<file path="config.mk">
export PLATFORM = sky130hd
export DESIGN_NAME = txt_render_pipe
export DESIGN_NICKNAME = d
export VERILOG_FILES = /design/src/rtl/txt_pkg.sv /design/src/rtl/glyph_raster_cnt.sv /design/src/rtl/txt_render_pipe.sv
export SDC_FILE = /design/constraint.sdc
export NUM_CORES = 1
export LEC_CHECK = 0
export CORE_MARGIN = 8
export CORE_UTILIZATION = 40
export CTS_BUF_LIST = sky130_fd_sc_hd__clkbuf_16
export CTS_CLUSTER_DIAMETER = 50
export DETAILED_ROUTE_END_ITERATION = 8
export PLACE_DENSITY = 0.83
export SLEW_MARGIN = 40
export SYNTH_ARGS = -nofsm -noshare
export SYNTH_HDL_FRONTEND = slang
export SYNTH_SLANG_ARGS = --single-unit
</file>
<file path="constraint.sdc">
create_clock -name clk -period 9.3 [get_ports clk]
set_clock_uncertainty 0.1 [all_clocks]
set_input_delay 1.86 -clock clk [delete_from_list [all_inputs] [get_ports clk]]
set_output_delay 1.86 -clock clk [all_outputs]
set_load 0.05 [all_outputs]
</file>
<file path="src/rtl/txt_pkg.sv">
// ---------------------------------------------------------------------------
// txt_pkg
// Shared constants and helpers for the text-mode renderer:
//   - default font and screen geometry
//   - character-memory word layout (7-bit glyph code plus an inverse bit)
//   - raster event type used by the glyph raster counters
//   - COLS / ROWS derivation (integer division of screen by glyph size)
// ---------------------------------------------------------------------------
package txt_pkg;

    localparam int DEF_FONT_W       = 15;
    localparam int DEF_FONT_H       = 21;
    localparam int DEF_SCREEN_W     = 640;
    localparam int DEF_SCREEN_H     = 480;
    localparam int DEF_ADDR_W       = 13;
    localparam int DEF_BLINK_FRAMES = 30;

    // Character-memory word: bits [6:0] glyph code, bit 7 inverse video
    localparam int DEF_CHAR_W = 8;
    localparam int INV_BIT    = 7;
    localparam int CODE_MSB   = 6;
    localparam int CODE_LSB   = 0;

    // Raster events in decreasing priority: eof beats eol beats a pixel step
    typedef enum logic [1:0] {
        EV_NONE,
        EV_PIXEL,
        EV_EOL,
        EV_EOF
    } raster_ev_e;

    function automatic int calc_cols(input int screen_w, input int font_w);
        return screen_w / font_w;
    endfunction

    function automatic int calc_rows(input int screen_h, input int font_h);
        return screen_h / font_h;
    endfunction

endpackage

</file>
<file path="src/rtl/glyph_raster_cnt.sv">
// ---------------------------------------------------------------------------
// glyph_raster_cnt
// Raster position counters for a character-cell display.
//   clk, rst     : clock, synchronous active-high reset
//   px_en        : advance one pixel within the line
//   eol          : end of scan line
//   eof          : end of frame
//   gx, col      : pixel within glyph, character column (saturates at COLS)
//   row          : character row (saturates at ROWS)
//   fi_base      : gy*FONT_W, the glyph bit offset of the current scan line
// gy is kept internally; fi_base is tracked incrementally so no multiplier
// is needed on the pixel path.
// ---------------------------------------------------------------------------
module glyph_raster_cnt
    import txt_pkg::*;
#(
    parameter int FONT_W = DEF_FONT_W,
    parameter int FONT_H = DEF_FONT_H,
    parameter int COLS   = calc_cols(DEF_SCREEN_W, DEF_FONT_W),
    parameter int ROWS   = calc_rows(DEF_SCREEN_H, DEF_FONT_H),
    parameter int GX_W   = $clog2(FONT_W),
    parameter int COL_W  = $clog2(COLS + 1),
    parameter int ROW_W  = $clog2(ROWS + 1),
    parameter int FI_W   = $clog2(FONT_W * FONT_H)
)(
    input  logic             clk,
    input  logic             rst,
    input  logic             px_en,
    input  logic             eol,
    input  logic             eof,
    output logic [GX_W-1:0]  gx,
    output logic [COL_W-1:0] col,
    output logic [ROW_W-1:0] row,
    output logic [FI_W-1:0]  fi_base
);

    localparam int GY_W = $clog2(FONT_H);

    logic [GY_W-1:0] gy;
    raster_ev_e      ev;

    // Collapse the three strobes into a single prioritised event
    always_comb begin
        ev = EV_NONE;
        if (eof) begin
            ev = EV_EOF;
        end else if (eol) begin
            ev = EV_EOL;
        end else if (px_en) begin
            ev = EV_PIXEL;
        end
    end

    // Counter update; col and row stick at their off-screen value until
    // the next eol / eof so overscan pixels are recognisable downstream
    always_ff @(posedge clk) begin
        if (rst) begin
            gx      <= '0;
            col     <= '0;
            gy      <= '0;
            row     <= '0;
            fi_base <= '0;
        end else begin
            case (ev)
                EV_EOF: begin
                    gx      <= '0;
                    col     <= '0;
                    gy      <= '0;
                    row     <= '0;
                    fi_base <= '0;
                end
                EV_EOL: begin
                    gx  <= '0;
                    col <= '0;
                    if (gy == GY_W'(FONT_H - 1)) begin
                        gy      <= '0;
                        fi_base <= '0;
                        if (row < ROW_W'(ROWS)) begin
                            row <= row + ROW_W'(1);
                        end
                    end else begin
                        gy      <= gy + GY_W'(1);
                        fi_base <= fi_base + FI_W'(FONT_W);
                    end
                end
                EV_PIXEL: begin
                    if (gx == GX_W'(FONT_W - 1)) begin
                        gx <= '0;
                        if (col < COL_W'(COLS)) begin
                            col <= col + COL_W'(1);
                        end
                    end else begin
                        gx <= gx + GX_W'(1);
                    end
                end
                default: begin
                end
            endcase
        end
    end

endmodule

</file>
<file path="src/rtl/txt_render_pipe.sv">
// ---------------------------------------------------------------------------
// txt_render_pipe
// Text-mode pixel renderer: character memory -> font memory -> pixel.
//   clk, rst               : clock, synchronous active-high reset
//   en                     : render enable (0 forces pxi low only)
//   px_en, eol, eof        : raster timing strobes
//   scroll_row             : top displayed row, sampled on eof
//   cursor_en/col/row      : block cursor, in displayed coordinates
//   char_addr / char_data  : character memory port (1-cycle read)
//   font_addr / font_data  : font memory port (1-cycle read, MSB top-left)
//   pxi, pxi_valid         : pixel out, 3 cycles after its px_en
// ---------------------------------------------------------------------------
module txt_render_pipe
    import txt_pkg::*;
#(
    parameter int FONT_W       = DEF_FONT_W,
    parameter int FONT_H       = DEF_FONT_H,
    parameter int SCREEN_W     = DEF_SCREEN_W,
    parameter int SCREEN_H     = DEF_SCREEN_H,
    parameter int CHAR_W       = DEF_CHAR_W,
    parameter int ADDR_W       = DEF_ADDR_W,
    parameter int BLINK_FRAMES = DEF_BLINK_FRAMES
)(
    input  logic                                  clk,
    input  logic                                  rst,
    input  logic                                  en,
    input  logic                                  px_en,
    input  logic                                  eol,
    input  logic                                  eof,
    input  logic [$clog2(SCREEN_H/FONT_H)-1:0]    scroll_row,
    input  logic                                  cursor_en,
    input  logic [$clog2(SCREEN_W/FONT_W)-1:0]    cursor_col,
    input  logic [$clog2(SCREEN_H/FONT_H)-1:0]    cursor_row,
    output logic [ADDR_W-1:0]                     char_addr,
    input  logic [CHAR_W-1:0]                     char_data,
    output logic [6:0]                            font_addr,
    input  logic [FONT_W*FONT_H-1:0]              font_data,
    output logic                                  pxi,
    output logic                                  pxi_valid
);

    localparam int COLS      = calc_cols(SCREEN_W, FONT_W);
    localparam int ROWS      = calc_rows(SCREEN_H, FONT_H);
    localparam int FONT_BITS = FONT_W * FONT_H;
    localparam int GX_W      = $clog2(FONT_W);
    localparam int COL_W     = $clog2(COLS + 1);
    localparam int ROW_W     = $clog2(ROWS + 1);
    localparam int FI_W      = $clog2(FONT_BITS);
    localparam int SCR_W     = $clog2(ROWS);
    localparam int BLK_W     = $clog2(BLINK_FRAMES + 1);

    logic [GX_W-1:0]  gx;
    logic [COL_W-1:0] col;
    logic [ROW_W-1:0] row;
    logic [FI_W-1:0]  fi_base;

    logic [SCR_W-1:0] scroll_q;
    logic [BLK_W-1:0] blink_cnt;
    logic             phase;

    int               prow_sum;
    logic [FI_W-1:0]  fi0;
    logic             on0;
    logic             hit0;

    logic             v1, on1, hit1;
    logic [FI_W-1:0]  fi1;
    logic             v2, on2, hit2, inv2;
    logic [FI_W-1:0]  fi2;
    logic [FI_W-1:0]  bit_idx;

    glyph_raster_cnt #(
        .FONT_W (FONT_W),
        .FONT_H (FONT_H),
        .COLS   (COLS),
        .ROWS   (ROWS),
        .GX_W   (GX_W),
        .COL_W  (COL_W),
        .ROW_W  (ROW_W),
        .FI_W   (FI_W)
    ) u_raster (
        .clk     (clk),
        .rst     (rst),
        .px_en   (px_en),
        .eol     (eol),
        .eof     (eof),
        .gx      (gx),
        .col     (col),
        .row     (row),
        .fi_base (fi_base)
    );

    // Scroll offset only changes at a frame boundary; out-of-range requests
    // are dropped so the physical row wrap below needs a single subtract
    always_ff @(posedge clk) begin
        if (rst) begin
            scroll_q <= '0;
        end else if (eof && (int'(scroll_row) < ROWS)) begin
            scroll_q <= scroll_row;
        end
    end

    // Cursor blink: phase flips every BLINK_FRAMES frames
    always_ff @(posedge clk) begin
        if (rst) begin
            blink_cnt <= '0;
            phase     <= 1'b0;
        end else if (eof) begin
            if (blink_cnt == BLK_W'(BLINK_FRAMES - 1)) begin
                blink_cnt <= '0;
                phase     <= ~phase;
            end else begin
                blink_cnt <= blink_cnt + BLK_W'(1);
            end
        end
    end

    // Stage 0: address generation and per-pixel attributes from the
    // registered raster state; the cursor compares logical coordinates
    always_comb begin
        prow_sum = int'(row) + int'(scroll_q);
        if (prow_sum >= ROWS) begin
            prow_sum = prow_sum - ROWS;
        end
        char_addr = ADDR_W'(prow_sum * COLS + int'(col));
        fi0       = fi_base + FI_W'(gx);
        on0       = (int'(col) < COLS) && (int'(row) < ROWS);
        hit0      = cursor_en && phase &&
                    (int'(col) == int'(cursor_col)) &&
                    (int'(row) == int'(cursor_row));
    end

    // The glyph code goes straight to the font memory in the cycle after
    // the character read
    assign font_addr = char_data[CODE_MSB:CODE_LSB];
    assign bit_idx   = FI_W'(FONT_BITS - 1) - fi2;

    // Three-stage pipeline matching the two memory read latencies plus the
    // output register
    always_ff @(posedge clk) begin
        if (rst) begin
            v1        <= 1'b0;
            fi1       <= '0;
            on1       <= 1'b0;
            hit1      <= 1'b0;
            v2        <= 1'b0;
            fi2       <= '0;
            on2       <= 1'b0;
            hit2      <= 1'b0;
            inv2      <= 1'b0;
            pxi       <= 1'b0;
            pxi_valid <= 1'b0;
        end else begin
            v1        <= px_en;
            fi1       <= fi0;
            on1       <= on0;
            hit1      <= hit0;
            v2        <= v1;
            fi2       <= fi1;
            on2       <= on1;
            hit2      <= hit1;
            inv2      <= char_data[INV_BIT];
            pxi       <= (font_data[bit_idx] ^ inv2 ^ hit2) & on2 & en;
            pxi_valid <= v2;
        end
    end

endmodule

</file>
==> results_dict.tcl <==
set metrics [dict create \
    cts_made_buffers 9 \
    htree_levels 3 \
    grt_pass1_vias 7233 \
    drive_above_1_share 0.0998 \
    place_ws_ns 1.04 \
    dieArea_mm2 0.0217 \
    ys_dominant_reg_cell "sky130_fd_sc_hd__dfxtp_1" \
    dpl.hpwl_um 24300 \
    post_route_setup_tns_ns 0 \
    antenna_found_initial 5 \
    worst_ir_drop_vdd_uv 112 \
    clock_path_buffers 2 \
    floorplan.rows 48 \
    r2r_end "pxi$_SDFF_PP0_" \
    numPlacedInstances 1251 \
    yosysTopAreaCellShare 0.229 \
    synth_cell_type_count 59 \
    tritoncts "built" \
    timing.final.max_slew_violations 0 \
    setup_violating_endpoint_count_in_the_final_report 0 \
    gp_routability_congestion 0.923 \
    timing.critical_path.required_ns 7.34 \
    outcome "completed" \
    rr_startpoint "fi2[0]$_SDFF_PP0_" \
    tightest_slew_margin_relative_to_the_limit 0.504 \
    max-cap-violations 0 \
    initial_core_utilization 0.404 \
    layout_worst_path_cycle_share 0.925 \
    placedInstanceArea_mm2 0.0105 \
    io_buf_count 353 \
    detail_route.iter0.violations 319 \
    post-synth-top-count-cell "sky130_fd_sc_hd__mux4_2" \
    min_period_ns 8.60 \
    cts_resized 0 \
    die_h_um 147 \
    yosys-top-cells-count "sky130_fd_sc_hd__mux4_2, sky130_fd_sc_hd__dfxtp_1, sky130_fd_sc_hd__nand2_1" \
    layout_setup_ws_ns 0.699 \
    clk_root_buffer_cell "sky130_fd_sc_hd__clkbuf_16" \
    design.final.nets 1434 \
    worst_r2r_path_depth 11 \
    syn_nets 1111 \
    global_route_wire_length_before_repair_um 43100 \
    instances_no_fill 1269 \
    fp.dieW_um 147 \
    critPathLaunchType "flop" \
    io-pin-count 368 \
    fraction_of_registers_with_async_set_reset 0 \
    detail_route.wl_per_cell_um 22.6 \
    synth-warning-count 0 \
    critical_path_peak_fanout 5 \
    routed_via_density 5.52 \
    groute.usage.overall 0.255 \
    postSynthCellCount 714 \
    antenna_left 0 \
    insertion_delay_of_the_later_clocked_pin_in_the_worst_skew_pair_ns 0.33 \
    synthToLayoutAreaGrowth_pct 57.7 \
    routed-via-count 7005 \
    drt-pass1-iter-count 5 \
    sequential_share_of_the_synthesized_area 0.195 \
    number_of_hold_repair_buffers_added_at_the_cts_stage 0 \
    routed_wl_um 28700 \
    post-synth-top-area-cell "sky130_fd_sc_hd__mux4_2" \
    stdcell_area_mm2 0.0109 \
    clock.fmax_mhz 116 \
    synth_area_per_cell_um2 9.65 \
    ys_seq_elements 67 \
    worstSetupPathType "flop to primary output" \
    synth.top_cells.by_area "sky130_fd_sc_hd__mux4_2, sky130_fd_sc_hd__dfxtp_1, sky130_fd_sc_hd__ha_1, sky130_fd_sc_hd__xnor2_1, sky130_fd_sc_hd__nand2_1" \
    worst_setup_startpoint "u_raster.row[0]$_SDFFE_PP0P_" \
    unrepaired_setup_endpoints_after_global_routing "no" \
    clk_pin_slew_ns 0.06 \
    cts_num_sinks 67 \
    largest_net_degree_at_the_start_of_global_routing 50 \
    hold_path.class "flop to flop" \
    core-area_mm2 0.0171 \
    critPathCaptureType "primary output" \
    rrSetupSlack_ns 5.33 \
    post-cts-setup-buffer-count 0 \
    synth_area_mm2 0.00689 \
    report.final.hold_viol_count 0 \
    p_leak_uw 0.00410 \
    worstSetupEndpoint "char_addr[12]" \
    tightest_slew_ns 0.744 \
    total_power_uw 1010 \
    detail_route.drc_violations 0 \
    synth_edf_count 0 \
    worstPathArrival_ns 6.64 \
    p_per_area_mw_per_mm2 93.2 \
    gr-total-overflow 0 \
]
-- logic make-up after synthesis --
| logic type | synth area share |
|---|---|
| compound gates | 0.109 |
| buf+inv | 0.0637 |
| fa+ha+maj | 0.100 |
| xor+xnor | 0.0861 |
| mux | 0.290 |
| flops | 0.195 |
| simple gates | 0.156 |
-- routing by layer --
metal | up-vias | track usage | routed length [µm]
li1 | 3292 | - | -
met4 | 6 | 0.0556 | 528
met1 | 3397 | 0.302 | 11100
met3 | 35 | 0.0597 | 2100
met2 | 275 | 0.458 | 14900
met5 | - | 0 | 41
-- cells in the final DEF (no fill, tap or decap), types with 4 or more instances in the layout --
| cell type | Yosys | final |
|---|---|---|
| sky130_fd_sc_hd__or3_1 | 7 | 7 |
| sky130_fd_sc_hd__nor2_1 | 49 | 49 |
| sky130_fd_sc_hd__xnor2_1 | 36 | 35 |
| sky130_fd_sc_hd__a41oi_1 | 4 | 4 |
| sky130_fd_sc_hd__a21o_1 | 8 | 8 |
| sky130_fd_sc_hd__mux4_2 | 70 | 70 |
| sky130_fd_sc_hd__dfxtp_1 | 67 | 66 |
| sky130_fd_sc_hd__fa_1 | 7 | 7 |
| sky130_fd_sc_hd__o21bai_1 | 6 | 6 |
| sky130_fd_sc_hd__and3_1 | 7 | 7 |
| sky130_fd_sc_hd__a21oi_1 | 32 | 32 |
| sky130_fd_sc_hd__a31oi_1 | 6 | 6 |
| sky130_fd_sc_hd__xor2_1 | 28 | 28 |
| sky130_fd_sc_hd__clkdlybuf4s50_1 | 0 | 353 |
| sky130_fd_sc_hd__ha_1 | 44 | 43 |
| sky130_fd_sc_hd__mux2i_1 | 24 | 24 |
| sky130_fd_sc_hd__nand3_1 | 34 | 34 |
| sky130_fd_sc_hd__o21ai_0 | 29 | 29 |
| sky130_fd_sc_hd__nor2b_1 | 19 | 19 |
| sky130_fd_sc_hd__clkbuf_16 | 0 | 9 |
| sky130_fd_sc_hd__nand4_1 | 6 | 6 |
| sky130_fd_sc_hd__nor3_1 | 18 | 18 |
| sky130_fd_sc_hd__nand2_1 | 67 | 67 |
| sky130_fd_sc_hd__inv_1 | 42 | 42 |
| sky130_fd_sc_hd__mux4_1 | 7 | 7 |
-- power breakdown --
part	internal (µW)	switching, µW	total [µW]
combinational	215	132	347
sequential	294	8.09	302
clock	236	128	364
total	745	268	1010
-- state kept, by name, summed over array words and instances, names as in the netlist, 4 cells and up --
name	flops
scroll_q	5
u_raster.gy	5
fi2	9
blink_cnt	5
u_raster.col	6
u_raster.row	5
u_raster.gx	4
fi1	9
u_raster.fi_base	9
-- how the worst min path moves through the flow --
stage               cells after the start                end               from
floorplan                               1  fi2[0]$_SDFF_PP0_  fi1[0]$_SDFF_PP0_
global placement                        1  fi2[0]$_SDFF_PP0_  fi1[0]$_SDFF_PP0_
detailed placement                      1  fi2[6]$_SDFF_PP0_  fi1[6]$_SDFF_PP0_
CTS                                     1  fi2[0]$_SDFF_PP0_  fi1[0]$_SDFF_PP0_
global route                            1    hit2$_SDFF_PP0_    hit1$_SDFF_PP0_
finish                                  1  fi2[4]$_SDFF_PP0_  fi1[4]$_SDFF_PP0_
-- per-stage QoR --
stage	hold slack, ns	util
after floorplan	0.314	-
after global placement	0.319	0.615
after detailed placement	0.324	0.617
after CTS	0.337	0.636
after global routing	0.357	0.637
final	0.333	0.637
-- area by class of cell --
class,count,area [µm²]
Clock inverter,7,100
Multi-Input combinational cell,559,5160
Clock buffer,9,225
Fill cell,1387,6190
Inverter,42,158
Timing Repair Buffer,358,3600
Sequential cell,67,1350
Antenna cell,2,5.00
Tap cell,225,282
-- critical path: stages, from the launching register on --
cell and delay (ns):
sky130_fd_sc_hd__dfxtp_1 0.44, sky130_fd_sc_hd__ha_1 0.22, sky130_fd_sc_hd__inv_1 0.06, sky130_fd_sc_hd__fa_1 0.39, sky130_fd_sc_hd__xor2_1 0.21, sky130_fd_sc_hd__inv_1 0.08
sky130_fd_sc_hd__ha_1 0.19, sky130_fd_sc_hd__nor3_1 0.07, sky130_fd_sc_hd__o21ai_0 0.42, sky130_fd_sc_hd__o21ai_0 0.29, sky130_fd_sc_hd__xnor2_1 0.40, sky130_fd_sc_hd__ha_1 0.32
sky130_fd_sc_hd__ha_1 0.23, sky130_fd_sc_hd__fa_1 0.55, sky130_fd_sc_hd__inv_1 0.07, sky130_fd_sc_hd__fa_1 0.45, sky130_fd_sc_hd__inv_1 0.07, sky130_fd_sc_hd__a21o_1 0.10
sky130_fd_sc_hd__a21oi_1 0.09, sky130_fd_sc_hd__xnor2_1 0.24, sky130_fd_sc_hd__nand3_1 0.16, sky130_fd_sc_hd__nor2_1 0.17, sky130_fd_sc_hd__nand3_1 0.11, sky130_fd_sc_hd__xnor2_1 0.17
sky130_fd_sc_hd__clkdlybuf4s50_1 0.83
Note: power is estimated with default switching activity, not from simulation.
